**config.mk**
```make
export PLATFORM = sky130hd
export DESIGN_NAME = pipeline_hazard_ctrl_flat
export DESIGN_NICKNAME = d
export VERILOG_FILES = /design/src/rtl/pipeline_hazard_ctrl_if.sv /design/src/rtl/pipeline_hazard_ctrl.sv /design/src/flat_wrapper.sv
export SDC_FILE = /design/constraint.sdc
export NUM_CORES = 1
export LEC_CHECK = 0
export ABC_AREA = 1
export BUFFER_PORTS_ARGS = -buffer_cell sky130_fd_sc_hd__buf_2
export CAP_MARGIN = 20
export CORE_MARGIN = 3
export CORE_UTILIZATION = 50
export CTS_BUF_LIST = sky130_fd_sc_hd__clkbuf_4 sky130_fd_sc_hd__clkbuf_8
export DETAILED_ROUTE_END_ITERATION = 8
export PLACE_DENSITY = 0.9
export SETUP_SLACK_MARGIN = 0.15
export SLEW_MARGIN = 20
export SYNTH_ARGS = -nofsm -noshare
export SYNTH_HDL_FRONTEND = slang
export SYNTH_SLANG_ARGS = --single-unit
```
**constraint.sdc**
```tcl
create_clock -name clk_i -period 1.64 [get_ports clk_i]
set_input_delay 0.082 -clock clk_i [delete_from_list [all_inputs] [get_ports clk_i]]
set_output_delay 0.082 -clock clk_i [all_outputs]
set_load 0.01 [all_outputs]
```
**src/rtl/pipeline_hazard_ctrl_if.sv**
```systemverilog
// ----------------------------------------------------------------------------
// pipeline_hazard_ctrl_if
// Bundles the signals exchanged between the pipeline datapath and the hazard
// controller: ID/EX operand descriptors, the redirect, the data-memory
// handshake and the per-stage stall/flush/bubble controls.
//   master : pipeline datapath side (describes instructions, obeys controls)
//   slave  : hazard controller side (observes instructions, issues controls)
// ----------------------------------------------------------------------------
interface pipeline_hazard_ctrl_if #(
    parameter int REG_ADDR_W = 5
);
    // ID-stage source operands
    logic [REG_ADDR_W-1:0] id_rs1_addr_i;
    logic [REG_ADDR_W-1:0] id_rs2_addr_i;
    logic                  id_rs1_used_i;
    logic                  id_rs2_used_i;

    // EX-stage instruction
    logic                  ex_valid_i;
    logic                  ex_mem_ren_i;
    logic [REG_ADDR_W-1:0] ex_rd_addr_i;
    logic                  ex_redirect_i;

    // Data-memory handshake
    logic                  mem_access_i;
    logic                  dmem_ready_i;
    logic                  dmem_req_o;

    // Pipeline register controls
    logic                  pc_stall_o;
    logic                  ifid_stall_o;
    logic                  idex_stall_o;
    logic                  exmem_stall_o;
    logic                  ifid_flush_o;
    logic                  idex_flush_o;
    logic                  memwb_bubble_o;
    logic                  bus_err_o;

    modport master (
        output id_rs1_addr_i, id_rs2_addr_i, id_rs1_used_i, id_rs2_used_i,
        output ex_valid_i, ex_mem_ren_i, ex_rd_addr_i, ex_redirect_i,
        output mem_access_i, dmem_ready_i,
        input  dmem_req_o,
        input  pc_stall_o, ifid_stall_o, idex_stall_o, exmem_stall_o,
        input  ifid_flush_o, idex_flush_o, memwb_bubble_o, bus_err_o
    );

    modport slave (
        input  id_rs1_addr_i, id_rs2_addr_i, id_rs1_used_i, id_rs2_used_i,
        input  ex_valid_i, ex_mem_ren_i, ex_rd_addr_i, ex_redirect_i,
        input  mem_access_i, dmem_ready_i,
        output dmem_req_o,
        output pc_stall_o, ifid_stall_o, idex_stall_o, exmem_stall_o,
        output ifid_flush_o, idex_flush_o, memwb_bubble_o, bus_err_o
    );
endinterface

```
**src/rtl/pipeline_hazard_ctrl.sv**
```systemverilog
// ----------------------------------------------------------------------------
// pipeline_hazard_ctrl
// Hazard controller for a 5-stage in-order pipeline. Tracks outstanding
// data-memory accesses with a RUN/WAIT/ERR FSM and a bounded wait counter,
// and turns memory waits, taken redirects and load-use dependencies into
// stall, flush and bubble controls with priority
//   ERR > memory stall > redirect > load-use.
// A redirect that coincides with a memory stall is not lost: EX is held, so
// ex_redirect_i is still asserted in the cycle the access completes.
//
// Optional feature: define PIPE_PERF_CNT_EN to add three free-running 32-bit
// performance counters (load-use stall, memory stall and redirect flush
// cycles) as extra output ports.
// ----------------------------------------------------------------------------
module pipeline_hazard_ctrl #(
    parameter int REG_ADDR_W   = 5,
    parameter int WAIT_TIMEOUT = 255
) (
    input  logic                  clk_i,
    input  logic                  rst_i,
    pipeline_hazard_ctrl_if.slave bus
`ifdef PIPE_PERF_CNT_EN
    ,
    output logic [31:0]           perf_lu_stall_o,
    output logic [31:0]           perf_mem_stall_o,
    output logic [31:0]           perf_flush_o
`endif
);

    // Wide enough to hold WAIT_TIMEOUT itself; the count stops there.
    localparam int CNT_W = (WAIT_TIMEOUT < 1) ? 1 : $clog2(WAIT_TIMEOUT + 1);
    localparam logic [CNT_W-1:0]      TIMEOUT_VAL = CNT_W'(WAIT_TIMEOUT);
    localparam logic [REG_ADDR_W-1:0] REG_ZERO    = '0;

    typedef enum logic [1:0] {
        ST_RUN  = 2'd0,
        ST_WAIT = 2'd1,
        ST_ERR  = 2'd2
    } state_e;

    state_e            state_q;
    state_e            state_d;
    logic [CNT_W-1:0]  wait_cnt_q;
    logic [CNT_W-1:0]  wait_cnt_d;

    logic              dmem_req;
    logic              mem_stall;
    logic              err_hold;
    logic              load_use;
    logic              redirect_flush;
    logic              lu_stall;

    // State and wait counter registers with synchronous reset.
    // NOTE: sequential state uses non-blocking (<=) so every register samples
    // pre-edge values and simulation matches the synthesized flops.
    always_ff @(posedge clk_i) begin
        if (rst_i) begin
            state_q    <= ST_RUN;
            wait_cnt_q <= '0;
        end else begin
            state_q    <= state_d;
            wait_cnt_q <= wait_cnt_d;
        end
    end

    // Next-state, wait-counter update and memory-side decode for the FSM.
    // NOTE: every signal gets a default before the case statement, so no path
    // leaves a value unassigned and no latch is inferred.
    always_comb begin
        state_d    = state_q;
        wait_cnt_d = wait_cnt_q;
        dmem_req   = 1'b0;
        mem_stall  = 1'b0;
        err_hold   = 1'b0;
        unique case (state_q)
            ST_RUN: begin
                // The request follows the access directly; a ready memory
                // completes it in this cycle with no stall.
                dmem_req = bus.mem_access_i;
                if (bus.mem_access_i && !bus.dmem_ready_i) begin
                    mem_stall  = 1'b1;
                    state_d    = ST_WAIT;
                    wait_cnt_d = '0;
                end
            end
            ST_WAIT: begin
                // Request held until the memory answers; the completing cycle
                // is not stalled so EX/MEM can advance.
                dmem_req = 1'b1;
                if (bus.dmem_ready_i) begin
                    state_d = ST_RUN;
                end else begin
                    mem_stall = 1'b1;
                    if (wait_cnt_q == TIMEOUT_VAL) begin
                        state_d = ST_ERR;
                    end else begin
                        wait_cnt_d = wait_cnt_q + CNT_W'(1);
                    end
                end
            end
            ST_ERR: begin
                // Dead until reset: freeze the pipeline, stop requesting.
                err_hold = 1'b1;
            end
            default: begin
                state_d    = ST_RUN;
                wait_cnt_d = '0;
            end
        endcase
    end

    // Load-use: a load in EX writes a register the ID instruction reads.
    // x0 is never a real dependency.
    assign load_use = bus.ex_valid_i && bus.ex_mem_ren_i
                   && (bus.ex_rd_addr_i != REG_ZERO)
                   && ((bus.id_rs1_used_i && (bus.id_rs1_addr_i == bus.ex_rd_addr_i))
                    || (bus.id_rs2_used_i && (bus.id_rs2_addr_i == bus.ex_rd_addr_i)));

    // Redirect is deferred while memory stalls; it discards the wrong-path
    // instruction in ID, so a load-use stall for it is pointless.
    assign redirect_flush = bus.ex_redirect_i && !mem_stall && !err_hold;
    assign lu_stall       = load_use && !mem_stall && !err_hold && !bus.ex_redirect_i;

    // Drive pipeline controls; everything is forced low while reset is held.
    always_comb begin
        bus.dmem_req_o     = 1'b0;
        bus.pc_stall_o     = 1'b0;
        bus.ifid_stall_o   = 1'b0;
        bus.idex_stall_o   = 1'b0;
        bus.exmem_stall_o  = 1'b0;
        bus.ifid_flush_o   = 1'b0;
        bus.idex_flush_o   = 1'b0;
        bus.memwb_bubble_o = 1'b0;
        bus.bus_err_o      = 1'b0;
        if (!rst_i) begin
            bus.dmem_req_o     = dmem_req;
            // Load-use freezes PC and IF/ID and lets a bubble enter EX.
            bus.pc_stall_o     = err_hold || mem_stall || lu_stall;
            bus.ifid_stall_o   = err_hold || mem_stall || lu_stall;
            // A memory wait freezes everything up to EX/MEM and feeds a
            // bubble into WB so no stale result is written twice.
            bus.idex_stall_o   = err_hold || mem_stall;
            bus.exmem_stall_o  = err_hold || mem_stall;
            bus.memwb_bubble_o = err_hold || mem_stall;
            bus.ifid_flush_o   = redirect_flush;
            bus.idex_flush_o   = redirect_flush || lu_stall;
            bus.bus_err_o      = err_hold;
        end
    end

`ifdef PIPE_PERF_CNT_EN
    logic [31:0] perf_lu_q;
    logic [31:0] perf_mem_q;
    logic [31:0] perf_flush_q;

    // Count cycles in which each control action is applied; wraps at 2^32.
    always_ff @(posedge clk_i) begin
        if (rst_i) begin
            perf_lu_q    <= '0;
            perf_mem_q   <= '0;
            perf_flush_q <= '0;
        end else begin
            if (lu_stall)       perf_lu_q    <= perf_lu_q + 32'd1;
            if (mem_stall)      perf_mem_q   <= perf_mem_q + 32'd1;
            if (redirect_flush) perf_flush_q <= perf_flush_q + 32'd1;
        end
    end

    assign perf_lu_stall_o  = rst_i ? 32'd0 : perf_lu_q;
    assign perf_mem_stall_o = rst_i ? 32'd0 : perf_mem_q;
    assign perf_flush_o     = rst_i ? 32'd0 : perf_flush_q;
`endif

endmodule

```
**src/flat_wrapper.sv**
```systemverilog
// flat-port wrapper written by rule: the top's interface ports become plain ports
module pipeline_hazard_ctrl_flat 
#(
    parameter int REG_ADDR_W   = 5,
    parameter int WAIT_TIMEOUT = 255
)
  (clk_i, rst_i, bus_id_rs1_addr_i, bus_id_rs2_addr_i, bus_id_rs1_used_i, bus_id_rs2_used_i, bus_ex_valid_i, bus_ex_mem_ren_i, bus_ex_rd_addr_i, bus_ex_redirect_i, bus_mem_access_i, bus_dmem_ready_i, bus_dmem_req_o, bus_pc_stall_o, bus_ifid_stall_o, bus_idex_stall_o, bus_exmem_stall_o, bus_ifid_flush_o, bus_idex_flush_o, bus_memwb_bubble_o, bus_bus_err_o);
  pipeline_hazard_ctrl_if #(.REG_ADDR_W(REG_ADDR_W)) bus_i ();
  input  logic clk_i;
  input  logic rst_i;
  input wire logic [$bits(bus_i.id_rs1_addr_i)-1:0] bus_id_rs1_addr_i;
  input wire logic [$bits(bus_i.id_rs2_addr_i)-1:0] bus_id_rs2_addr_i;
  input wire logic [$bits(bus_i.id_rs1_used_i)-1:0] bus_id_rs1_used_i;
  input wire logic [$bits(bus_i.id_rs2_used_i)-1:0] bus_id_rs2_used_i;
  input wire logic [$bits(bus_i.ex_valid_i)-1:0] bus_ex_valid_i;
  input wire logic [$bits(bus_i.ex_mem_ren_i)-1:0] bus_ex_mem_ren_i;
  input wire logic [$bits(bus_i.ex_rd_addr_i)-1:0] bus_ex_rd_addr_i;
  input wire logic [$bits(bus_i.ex_redirect_i)-1:0] bus_ex_redirect_i;
  input wire logic [$bits(bus_i.mem_access_i)-1:0] bus_mem_access_i;
  input wire logic [$bits(bus_i.dmem_ready_i)-1:0] bus_dmem_ready_i;
  output wire logic [$bits(bus_i.dmem_req_o)-1:0] bus_dmem_req_o;
  output wire logic [$bits(bus_i.pc_stall_o)-1:0] bus_pc_stall_o;
  output wire logic [$bits(bus_i.ifid_stall_o)-1:0] bus_ifid_stall_o;
  output wire logic [$bits(bus_i.idex_stall_o)-1:0] bus_idex_stall_o;
  output wire logic [$bits(bus_i.exmem_stall_o)-1:0] bus_exmem_stall_o;
  output wire logic [$bits(bus_i.ifid_flush_o)-1:0] bus_ifid_flush_o;
  output wire logic [$bits(bus_i.idex_flush_o)-1:0] bus_idex_flush_o;
  output wire logic [$bits(bus_i.memwb_bubble_o)-1:0] bus_memwb_bubble_o;
  output wire logic [$bits(bus_i.bus_err_o)-1:0] bus_bus_err_o;
  assign bus_i.id_rs1_addr_i = bus_id_rs1_addr_i;
  assign bus_i.id_rs2_addr_i = bus_id_rs2_addr_i;
  assign bus_i.id_rs1_used_i = bus_id_rs1_used_i;
  assign bus_i.id_rs2_used_i = bus_id_rs2_used_i;
  assign bus_i.ex_valid_i = bus_ex_valid_i;
  assign bus_i.ex_mem_ren_i = bus_ex_mem_ren_i;
  assign bus_i.ex_rd_addr_i = bus_ex_rd_addr_i;
  assign bus_i.ex_redirect_i = bus_ex_redirect_i;
  assign bus_i.mem_access_i = bus_mem_access_i;
  assign bus_i.dmem_ready_i = bus_dmem_ready_i;
  assign bus_dmem_req_o = bus_i.dmem_req_o;
  assign bus_pc_stall_o = bus_i.pc_stall_o;
  assign bus_ifid_stall_o = bus_i.ifid_stall_o;
  assign bus_idex_stall_o = bus_i.idex_stall_o;
  assign bus_exmem_stall_o = bus_i.exmem_stall_o;
  assign bus_ifid_flush_o = bus_i.ifid_flush_o;
  assign bus_idex_flush_o = bus_i.idex_flush_o;
  assign bus_memwb_bubble_o = bus_i.memwb_bubble_o;
  assign bus_bus_err_o = bus_i.bus_err_o;
  pipeline_hazard_ctrl #(.REG_ADDR_W(REG_ADDR_W), .WAIT_TIMEOUT(WAIT_TIMEOUT)) u_core (.clk_i(clk_i), .rst_i(rst_i), .bus(bus_i));
endmodule
```
## Word level (Yosys, flattened, before mapping)

Index checks and enable logic that the tools add are counted.

| operators by class | value |
|---|---|
| add/subtract/negate cells | 1 |
| equal/unequal tests | 9 |
| reductions and logical operators | 23 |
| bitwise gates (word level) | 1 |
| multiplexer cells | 19 |

Operators with widths:

| cell | count |
|---|---|
| $mux W8 | 3 |
| $pmux W8 S3 | 1 |
| $logic_and A1 B1 Y1 | 11 |
| $eq A5 B5 Y1 | 2 |
| $mux W1 | 9 |
| $add A8 B1 Y8 const B | 1 |
| $eq A8 B8 Y1 const B | 1 |
| $mux W2 | 3 |
| $pmux W2 S3 | 1 |
| $reduce_bool A5 Y1 | 1 |
| $logic_not A1 Y1 | 4 |
| $logic_or A1 B1 Y1 | 4 |
| $ne A2 B2 Y1 const B | 2 |
| $pmux W1 S2 | 2 |
| $reduce_and A4 Y1 | 1 |
| $ne A3 B2 Y1 const B | 1 |
| $reduce_and A3 Y1 | 1 |
| $eq A2 B1 Y1 const B | 1 |
| $eq A2 B2 Y1 const B | 1 |
| $logic_not A2 Y1 | 1 |
| $ne A2 B1 Y1 const B | 1 |
| $not A1 Y1 | 1 |

| word-level totals | value |
|---|---|
| register bits | 10 |
| word-level logic and storage cells | 55 |
| input port bits | 24 |

## Logic depth before layout (Yosys ltp)

Gate-level depths: netlist of run 1.

| depth | value |
|---|---|
| depth in word-level cells | 10 |
| depth in mapped cells | 9 |
| gate-level depth less buffers | 9 |

## Worst setup path before layout of run 1

Ideal clock, no wire load.

| timing path | value |
|---|---|
| path type | flip-flop to flip-flop |
| from | register u_core.wait_cnt_q[0] |
| to | register u_core.wait_cnt_q[1] |
| path buffers | 0 |
| path slack | 358 ps |
| arrival time | 1166 ps |
| data required time | 1524 ps |
| cell stages (with the launch flop) | 9 |
| library setup time | 116 ps |
| path through | dfxtp_1 ha_1 nand2_1 nor2_2 nand2_2 nand2_2 nand2_4 o21ai_0 nor2_1 |

| on the way | value |
|---|---|
| word-level cells in the longest chain between the ends | 4 |
| elaborated cells between the ends (all ways) | 7 |

Ends and longest elaborated chain:

| element | line | source |
|---|---|---|
| start: declaration | pipeline_hazard_ctrl.sv:43 | `logic [CNT_W-1:0] wait_cnt_q;` |
| start signal: assignment | pipeline_hazard_ctrl.sv:62 | `wait_cnt_q <= wait_cnt_d;` |
| $add A8 B1 Y8 | pipeline_hazard_ctrl.sv:97 | `wait_cnt_d = wait_cnt_q + CNT_W'(1);` |
| $mux W8 | pipeline_hazard_ctrl.sv:94 | `if (wait_cnt_q == TIMEOUT_VAL) begin` |
| $mux W8 | pipeline_hazard_ctrl.sv:90 | `if (bus.dmem_ready_i) begin` |
| $pmux W8 S3 | pipeline_hazard_ctrl.sv:75 | `unique case (state_q)` |

Parallel ways exist; a longest one is shown, timed or not. The select of a mux whose other input is x is not followed.
A chain may end at the register's enable or synchronous reset.

## Worst setup path after layout of run 1

| timing path | value |
|---|---|
| from | register u_core.state_q[1] |
| to | output bus_ifid_stall_o |

| on the way | value |
|---|---|
| word-level cells in the longest chain between the ends | 8 |
| elaborated cells between the ends (all ways) | 13 |

Ends and longest elaborated chain:

| element | line | source |
|---|---|---|
| start: declaration | pipeline_hazard_ctrl.sv:41 | `state_e state_q;` |
| start signal: assignment | pipeline_hazard_ctrl.sv:61 | `state_q <= state_d;` |
| $eq A2 B1 Y1 or $logic_not A2 Y1 (tied branches) | pipeline_hazard_ctrl.sv:75 |  |
| $pmux W1 S2 | pipeline_hazard_ctrl.sv:75 |  |
| $logic_not A1 Y1 | pipeline_hazard_ctrl.sv:122 | `assign lu_stall = load_use && !mem_stall && !err_hold && !bus.ex_redirect_i;` |
| $logic_and A1 B1 Y1 (3 in series) | pipeline_hazard_ctrl.sv:122 |  |
| $logic_or A1 B1 Y1 * | pipeline_hazard_ctrl.sv:139 | `bus.ifid_stall_o = err_hold \|\| mem_stall \|\| lu_stall;` |
| $mux W1 * | pipeline_hazard_ctrl.sv:135 | `if (!rst_i) begin` |
| end: declaration | flat_wrapper.sv:23 | `output wire logic [$bits(bus_i.ifid_stall_o)-1:0] bus_ifid_stall_o;` |

Mark *: on every way between the ends. The rest lies on a longest branch, timed or not.

==> metrics.md, run 1 <==
| Metric | Value |
|---|---|
| Setup tns final | 0 ns |
| Initial core utilization | ~55% |
| Met3 Use GR | around 3.4% |
| CP max-delay cell | dfxtp_2 |
| GR peak layer | met2 |
| DRC violations left | 0 |
| Initial antenna violation count | 0 |
| Met1 usage | 24.94% |
| Async S/R FF share, synth | 0% |
| Antenna diode count | 0 |
| Syn Nets | about 180 |
| Vias in the first global route | around 930 |
| Fillers | between 100 and 150 |
| Worst hold-check path type | in -> reg |
| Vias | about 1000 |
| Total wire length | approximately 2.3 mm |
| Placer's final routability congestion estimate | 0.9058 |
| Yosys cell types | 22 |
| Worst Reg-to-Reg Cells | 8 |
| Startpoint Class | register |
| Worst path depth | 7 |
| Fraction of the mapped netlist area in adder cells | ~1.4% |
| I/O Buffers | 32 |
| Compound-gate portion of the synthesized area | approximately 10% |
| Synth Flop Type | dfxtp_1 |
| Max_cap viols | 0 |
| Synth top cells by count | 41 x nand2_1, 29 x nor2_1, 16 x inv_1 |
| Via/cell ratio | between 5 and 6 |
| # IOs | 33 |
| Bufs on Longest Clock Path | 2 |
| GRT Util Overall | ~22% |
| Buf/Inv on CP | 2 |
| Least-Margin Pin Slew | about 0.24 ns |
| Largest family of logic cells by synthesized area | simple AND/OR/NAND/NOR gates |
| Clk root buf | clkbuf_4 |
| Syn Inst Count | about 150 |
| Skew final | around 0.0013 ns |
| Crit-path cells | inv_4, o21ai_2, o21ai_2, nor2_1, nand2_1, nand2_1, buf_2 |
| Site Rows | 14 |
| Area growth, synth to finish | 22.67% |
| Grt total ovfl | 0 |
| Post-synthesis share of cell area spent on xor and xnor gates | 6.026% |
| CTS buffer count | 3 |
| Relative slew slack | between 80% and 90% |
| Final worst slack | between 0.2 and 0.25 ns |
| Mux contribution to synthesized area | 0% |
| CTS clock-pin slew for the worst setup and hold paths | around 0.060 ns |
| Layout cells sized above 1 | approximately 31% |
| Pwr/cell area | between 500 and 600 nW/um^2 |
| Final Hold Vio Count | 0 |
| Setup crit end kind | output port |
| Final setup vio count | 0 |
| Critical Path AT | 1.31 ns |
| Yosys reg bits | 10 |
| Leading area contributor after synthesis | dfxtp_1 |
| Final HPWL from detailed placement | between 1.5 and 2 mm |
| Clock Sinks | 10 |
| CORE AREA | between 1500 and 2000 sq um |
| CP top delay family | flip-flops |
| Footprint of the multi-input gates | between 500 and 600 sq um |
| Worst EP required | 1.56 ns |
| Sequential area share after synthesis | between 20% and 30% |
| CP max stage delay | 0.34 ns |
| Fin nets | 209 |
| Fin crit period | between 1 and 1.5 ns |
| Final Cycle Share | about 85% |
| Setup Crit Path Kind | reg -> out |
| Wire length per cell | around 12 um |
| Lkg Pwr | ~0.52 nW |
| Largest net degree at the start of global routing | 11 |
| Top cells by area, synth | dfxtp_1 23%, nand2_1 18%, nor2_1 12% |
| Yosys warns | 0 |
| Area fraction of the dominant cell type after synthesis | 22.96% |
| Vert. Die Dim | between 40 and 50 um |
| Highest Clock Rate | about 700 MHz |
| Post-synthesis simple-gate area fraction | between 40% and 50% |
| Most common cell in the netlist | nand2_1 |
| Unrepaired setup endpoints after global routing | true |
| Placed Cells | 195 |
| Hold Buf Count CTS | 0 |
| WHS Path Cells | 2 |
| Pins Over Slew Limit | 0 |
| Die W | 47.77 um |
| First drt pass iteration count | 4 |
| CTS tree | built |
| Non-filler instance count after layout | 198 |
| Worst ir drop on vdd | 0.4639 mV |
| Status | finished clean |
| Sequential cell area | 205.2 sq um |
| Met2 GRT Util | between 40% and 50% |
| First-pass GRT wire length | roughly 3.7 mm |
| Routed Antenna Nets | 0 |
| # H-tree levels | 1 |
| Netlist Area Pre-Place | 872.1 sq um |
| Average cell area after synthesis | 5.775 sq um |
| Drt initial violations | 30 |
| DIE AREA | 2282 sq um |
| DP Worst Slack | ~0.22 ns |
| Crit path max fanout | 5 |
| Clk_lat worst skew | about 0.27 ns |
| Post-synth EDFFs | 0 |
[what timing repair did]
action                                  in CTS  in global routing
endpoints found under the setup margin       7                 13
gates cloned                                 0                  0
endpoints found under the hold margin        0                  0
setup buffers                                0                  0
pin swaps                                    0                  2
gates resized for setup                      2                 12
[per-layer routing]
| layer | vias to the layer above | share of wire (%) |
|---|---|---|
| met4 | 0 | 2.2 |
| met5 | - | 0 |
| met3 | 7 | 6.4 |
| li1 | 536 | - |
| met1 | 456 | 43 |
| met2 | 44 | 49 |
[flip-flops by register name, indices dropped and copies added (netlist names)]
signal,count
u_core.wait_cnt_q,8
u_core.state_q,2
[cells by family (layout without fill, tap and decap cells)]
logic type,after synthesis,in the layout
xor+xnor,6,6
fa+ha+maj,1,1
buf+inv,23,54
flops,10,10
simple gates,94,94
compound gates,17,17
[stage by stage]
step	area [sq um]	total power [mW]	util [%]	hold slack, ns
after CTS	1051	0.5828	66.67	0.1166
after global placement	1025	0.4066	65.00	0.3932
after global routing	1070	0.6145	67.86	0.1366
final	1070	0.5851	67.86	0.1223
after floorplan	872.1	0.3537	-	0.2535
after detailed placement	1025	0.4126	65.00	0.3997
[final cells by class]
| cell class | count | share of cell area (%) |
|---|---|---|
| flip-flops and latches | 10 | 19.18 |
| well taps | 16 | 1.871 |
| repair buffers | 32 | 14.97 |
| inverters | 19 | 6.901 |
| multi-input cells | 118 | 54.97 |
| clock buffers | 3 | 2.105 |
[placed cells by master (no fill, tap or decap)]
cell type,n
dfxtp_2,4
nand3_2,1
nor2_4,2
ha_2,1
o21ai_2,2
dfxtp_1,6
nor3b_1,1
nand3_1,9
o21bai_1,1
nand2_4,1
xnor2_1,2
nand2_2,4
o21ai_1,1
inv_4,1
inv_1,15
o21ai_0,4
clkbuf_4,3
nand2_1,40
xor2_1,4
nand4_1,4
nor2_1,28
nor3_1,1
inv_2,3
buf_2,32
a21oi_1,9
nor2_2,3
[power breakdown]
part | switching (mW) | internal, mW
clock network | 0.0856 | 0.0850
logic | 0.0944 | 0.0635
registers | 0.00672 | 0.250
total | 0.187 | 0.398
[worst paths after layout]
check,start,to,slack [ns]
setup / recovery,u_core.state_q[1],bus_ifid_stall_o,0.24
hold / removal,rst_i,u_core.state_q[1],0.12
setup reg to reg,u_core.wait_cnt_q[0],u_core.wait_cnt_q[7],0.24
hold reg to reg,u_core.wait_cnt_q[6],u_core.wait_cnt_q[6],0.52
No activity file was read; power rests on OpenSTA's default activity.
==> run 2: changes to the inputs <==
--- a/config.mk
+++ b/config.mk
@@ -8,11 +8,14 @@
 export ABC_AREA = 1
 export BUFFER_PORTS_ARGS = -buffer_cell sky130_fd_sc_hd__buf_2
 export CAP_MARGIN = 20
+export CELL_PAD_IN_SITES_DETAIL_PLACEMENT = 0
+export CELL_PAD_IN_SITES_GLOBAL_PLACEMENT = 1
+export CORE_ASPECT_RATIO = 0.6
 export CORE_MARGIN = 3
-export CORE_UTILIZATION = 50
+export CORE_UTILIZATION = 33
 export CTS_BUF_LIST = sky130_fd_sc_hd__clkbuf_4 sky130_fd_sc_hd__clkbuf_8
 export DETAILED_ROUTE_END_ITERATION = 8
-export PLACE_DENSITY = 0.9
+export PLACE_DENSITY = 0.91
 export SETUP_SLACK_MARGIN = 0.15
 export SLEW_MARGIN = 20
 export SYNTH_ARGS = -nofsm -noshare
==> run 2 against run 1 <==
Against the previous run:
- clock skew is 0.0014 ns higher
- first-iteration DRC count is 120% higher
- largest power group is now clock
- utilization is 20 points lower
- largest cell class unchanged
- via count is 2.3% lower
- final cell count is 7.6% higher
- hold slack better by 0.034 ns
- highest routed layer unchanged
- power is 25% higher
- non-clock buffer count stayed put
- count of clock-buffer cells in the layout is 1 higher
- worst setup slack better by 0.017 ns
- sequential power hardly changed
==> metrics.md, run 2 (synthesized netlist as in run 1, its figures left out) <==
| Metric | Value |
|---|---|
| Sequential cell area | ~200 sq um |
| Max reg flops | 8 |
| Worst hold-check path type | in -> reg |
| Biggest register | u_core.wait_cnt_q |
| Setup crit end kind | output port |
| Setup tns final | 0 ns |
| Fillers | about 230 |
| Wire length per cell | between 10 and 15 um |
| Pwr/cell area | roughly 650 nW/um^2 |
| Worst ir drop on vdd | 0.1989 mV |
| First drt pass iteration count | 4 |
| Critical Path AT | between 1 and 1.5 ns |
| CP max stage delay | around 0.33 ns |
| Footprint of the multi-input gates | slightly below 600 sq um |
| Final Power | ~730 uW |
| Bufs on Longest Clock Path | 2 |
| Skew final | approximately 0.0028 ns |
| Via/cell ratio | about 4.8 |
| Lkg Pwr | roughly 0.53 nW |
| Placer's final routability congestion estimate | about 0.89 |
| Post-CTS setup buffers | 0 |
| Final Cycle Share | 84.16% |
| DRC violations left | 0 |
| Largest regs | u_core.wait_cnt_q: 8 flops, u_core.state_q: 2 flops |
| # H-tree levels | 1 |
| Unrepaired setup endpoints after global routing | false |
| Vias | between 1000 and 1500 |
| CTS tree | built |
| Crit-path cells | inv_2, o21ai_2, o21ai_2, nor2_1, nand2_1, nand2_1, buf_2 |
| Die W | about 72 um |
| Status | finished clean |
| First-pass GRT wire length | 3.698 mm |
| # IOs | 33 |
| Site Rows | 13 |
| Least-Margin Pin Slew | 0.2680 ns |
| Antenna diode count | 0 |
| Grt total ovfl | 0 |
| I/O Buffers | 32 |
| Fin crit period | between 1 and 1.5 ns |
| CTS clock-pin slew for the worst setup and hold paths | 0.05 ns |
| Worst EP required | around 1.6 ns |
| Final HPWL from detailed placement | between 1.5 and 2 mm |
| Final worst slack | approximately 0.26 ns |
| Commonest non-fill, non-tap cells in the layout | 40 x nand2_1, 32 x buf_2, 29 x nor2_1 |
| Routed Antenna Nets | 0 |
| Final Hold Vio Count | 0 |
| Placed Cells | 209 |
| Fin nets | around 210 |
| Clk root buf | clkbuf_8 |
| Initial core utilization | between 30 and 40% |
| Hold slack | around 0.16 ns |
| Area growth, synth to finish | 28.84% |
| Initial antenna violation count | 0 |
| CP max-delay cell | dfxtp_2 |
| Crit path max fanout | 5 |
| DP Worst Slack | approximately 0.19 ns |
| Vert. Die Dim | between 40 and 50 um |
| CORE AREA | approximately 2300 sq um |
| Drt initial violations | 66 |
| Largest net degree at the start of global routing | 11 |
| Max_cap viols | 0 |
| CTS buffer count | 3 |
| Highest Clock Rate | 724.5 MHz |
| Clock Sinks | 10 |
| Startpoint Class | register |
| Total wire length | roughly 2.4 mm |
| Final setup vio count | 0 |
| Vias in the first global route | just over 800 |
| Relative slew slack | between 80% and 90% |
| GRT Util Overall | 14.83% |
| Commonest non-fill, non-tap cell in the layout | nand2_1 |
| Non-filler instance count after layout | about 210 |
| Pins Over Slew Limit | 0 |
| Setup Crit Path Kind | reg -> out |
| Layout cells sized above 1 | 30.05% |
| DIE AREA | 3316 sq um |
| Clk_lat worst skew | between 0.2 and 0.25 ns |
run 2: power by group:
part           leakage [nW]  switching, mW  total (mW)  internal (mW)
clock                0.0288          0.102       0.313          0.211
combinational         0.419         0.0955       0.160         0.0641
sequential           0.0823        0.00838       0.259          0.250
total                 0.530          0.206       0.732          0.526
run 2: timing repair:
| action | in CTS | in global routing |
|---|---|---|
| endpoints found under the setup margin | 7 | 12 |
| pin swaps | 0 | 4 |
| hold buffers | 0 | 0 |
| gates resized for setup | 3 | 8 |
run 2: worst paths after layout:
check	depth (start not counted)	startpoint	slack, ns	endpoint
setup reg to reg	8	u_core.wait_cnt_q[0]	0.29	u_core.wait_cnt_q[1]
setup / recovery	7	u_core.state_q[1]	0.26	bus_ifid_stall_o
hold reg to reg	2	u_core.wait_cnt_q[6]	0.52	u_core.wait_cnt_q[6]
hold / removal	2	rst_i	0.16	u_core.state_q[1]
run 2: per-layer routing:
metal / up-vias / global-route usage [%] / part of all wire [%]
li1: 535 / - / -
met1: 453 / 21.19 / 51
met2: 27 / 21.34 / 42
met3: 4 / 4.185 / 6.4
met4: 0 / 4.494 / 1.3
met5: - / 0 / 0
run 2: worst max-delay path: cells and delay by family (launching register included):
family / cells / cell delay [ns]
DFF: 1 / 0.33
and+or+nand+nor: 3 / 0.22
AOI/OAI and AO/OA: 2 / 0.29
buffers and inverters: 2 / 0.22
run 2: per-stage QoR:
step	instance area [sq um]	util, %
finish	1124	48.31
global route	1124	48.31
CTS	1101	47.34
detailed placement	1042	44.81
global placement	1042	44.81
floorplan	872.1	-
run 2: layout make-up:
cell class	instances	area share [%]
clock buffer	4	4.900
inverter	19	6.347
tap	30	3.341
timing repair buffer	32	14.25
sequential	10	18.15
multi-input combinational	118	53.01
==> run 3: changes to the inputs <==
==> constraint.sdc (replaced) <==
create_clock -name clk_i -period 1.45 [get_ports clk_i]
set_input_delay 0.0725 -clock clk_i [delete_from_list [all_inputs] [get_ports clk_i]]
set_output_delay 0.0725 -clock clk_i [all_outputs]
set_load 0.01 [all_outputs]
==> run 3 against run 2 <==
Against the previous run:
- final cell count increased by 6.6%
- critical path depth increased by 1
- combinational power increased by 61%
- via count increased by 12%
- global-route usage grew 1.5 points
- critical path type unchanged
==> metrics.md, run 3 (synthesized netlist as in run 1, its figures left out) <==
| Metric | Value |
|---|---|
| Status | finished clean |
| Sequential cell area | about 210 sq um |
| Final worst slack | 0.1398 ns |
| Critical Path AT | approximately 1.2 ns |
| Final setup vio count | 0 |
| Skew final | between 0.002 and 0.0025 ns |
| Post-layout instance area | around 1400 sq um |
| Vias in the first global route | 948 |
| Site Rows | 13 |
| Non-filler instance count after layout | around 230 |
| CTS buffer count | 3 |
| DRC violations left | 0 |
| Initial core utilization | a little under two fifths |
| Vert. Die Dim | 45.82 um |
| Max reg flops | 8 |
| Worst EP required | ~1.4 ns |
| Die W | ~72 um |
| Lkg Pwr | approximately 0.63 nW |
| CTS clock-pin slew for the worst setup and hold paths | 0.05 ns |
| Clock Sinks | 10 |
| First drt pass iteration count | 4 |
| Unrepaired setup endpoints after global routing | true |
| # H-tree levels | 1 |
| R2R setup slack | approximately 0.14 ns |
| Relative slew slack | between 80 and 90% |
| Footprint of the multi-input gates | just over 700 sq um |
| First-pass GRT wire length | roughly 4.2 mm |
| Hold slack | between 0.1 and 0.15 ns |
| Total wire length | about 3.0 mm |
| Initial antenna violation count | 0 |
| Hold Buf Count CTS | 0 |
| Worst hold-check path type | in -> reg |
| DP Worst Slack | a little under 0.07 ns |
| Biggest register | u_core.wait_cnt_q |
| Fillers | about 210 |
| Placer's final routability congestion estimate | between 0.8 and 0.9 |
| Setup crit end kind | output port |
| Area growth, synth to finish | 56.96% |
| Clk_lat worst skew | around 0.24 ns |
| Least-Margin Pin Slew | ~0.24 ns |
| Routed Antenna Nets | 0 |
| Largest net degree at the start of global routing | 11 |
| Largest regs | u_core.wait_cnt_q: 8 flops, u_core.state_q: 2 flops |
| Antenna diode count | 0 |
| Final Hold Vio Count | 0 |
| Final Cycle Share | approximately 90% |
| CORE AREA | about 2300 sq um |
| Clk root buf | clkbuf_8 |
| Bufs on Longest Clock Path | 2 |
| # IOs | 33 |
| Via/cell ratio | about 5 |
| Placed Cells | 210 |
| Core Util, Final | between 50% and 60% |
| Worst ir drop on vdd | 0.2248 mV |
| Placed inst area | 1050 sq um |
| Wire length per cell | about 13 um |
| GRT Util Overall | approximately 16% |
| DIE AREA | ~3300 sq um |
| Fin nets | 223 |
| Pins Over Slew Limit | 0 |
| Drt initial violations | 75 |
| Layout cells sized above 1 | 46.70% |
| Setup Crit Path Kind | reg -> out |
| Max_cap viols | 0 |
| Final HPWL from detailed placement | just under 2 mm |
| Pwr/cell area | 664.9 nW/um^2 |
| Setup tns final | 0 ns |
| Fin crit period | between 1 and 1.5 ns |
| Crit path max fanout | 3 |
| Highest Clock Rate | between 700 and 800 MHz |
| Final Power | 910.1 uW |
| Commonest non-fill, non-tap cells in the layout | 36 x nand2_1, 32 x buf_2, 24 x nor2_1 |
| Vias | 1145 |
| Commonest non-fill, non-tap cell in the layout | nand2_1 |
| Grt total ovfl | 0 |
| I/O Buffers | 32 |
| CTS tree | built |
| Startpoint Class | register |
[run 3: changes by cell type in the layout (fill, tap and decap cells not counted), moves of 3 or more]
cell / previous run / this run
buf_4: 0 / 12
a21oi_1: 9 / 4
a21oi_2: 0 / 5
nor2_1: 29 / 24
nand2_1: 40 / 36
dfxtp_1: 7 / 4
inv_1: 16 / 13
nor2_4: 2 / 5
[run 3: critical path: stages, from the launching register on]
cell and delay [ns]:
dfxtp_2 0.34, inv_4 0.05, nor2_2 0.10, inv_2 0.07
o21ai_4 0.07, nor2_1 0.05, nand2_1 0.09, nand2_1 0.07
buf_2 0.14
[run 3: final timing paths]
path	startpoint	to	cells after the start
worst min-delay path	rst_i	u_core.wait_cnt_q[3]	2
worst max-delay path	u_core.state_q[1]	bus_ifid_stall_o	8
worst min register to register	u_core.wait_cnt_q[4]	u_core.wait_cnt_q[4]	2
worst max register to register	u_core.state_q[0]	u_core.state_q[1]	7
[run 3: layout make-up]
| cell class | instances | share of cell area (%) |
|---|---|---|
| clock buffer | 4 | 4.022 |
| inverter | 19 | 5.393 |
| multi-input combinational | 118 | 51.92 |
| sequential | 10 | 15.36 |
| tap | 30 | 2.742 |
| timing repair buffer | 46 | 20.57 |
[run 3: timing repair]
action,CTS,global route
pin swaps,7,17
buffers inserted,4,9
resized for setup,13,35
hold endpoints to repair,0,0
setup endpoints to repair,15,16
gates cloned,0,0
[run 3: report_power, final]
| part | switching, mW | internal, mW | total [mW] |
|---|---|---|---|
| Clock | 0.121 | 0.240 | 0.361 |
| Sequential | 0.0100 | 0.283 | 0.293 |
| Combinational | 0.144 | 0.112 | 0.257 |
[run 3: routing by layer]
metal	up-vias	part of all wire, %	GRT usage [%]
met2	40	47	25.14
met3	2	7.8	5.727
met4	0	0.20	1.873
met5	-	0	0
li1	560	-	-
met1	543	44	22.57
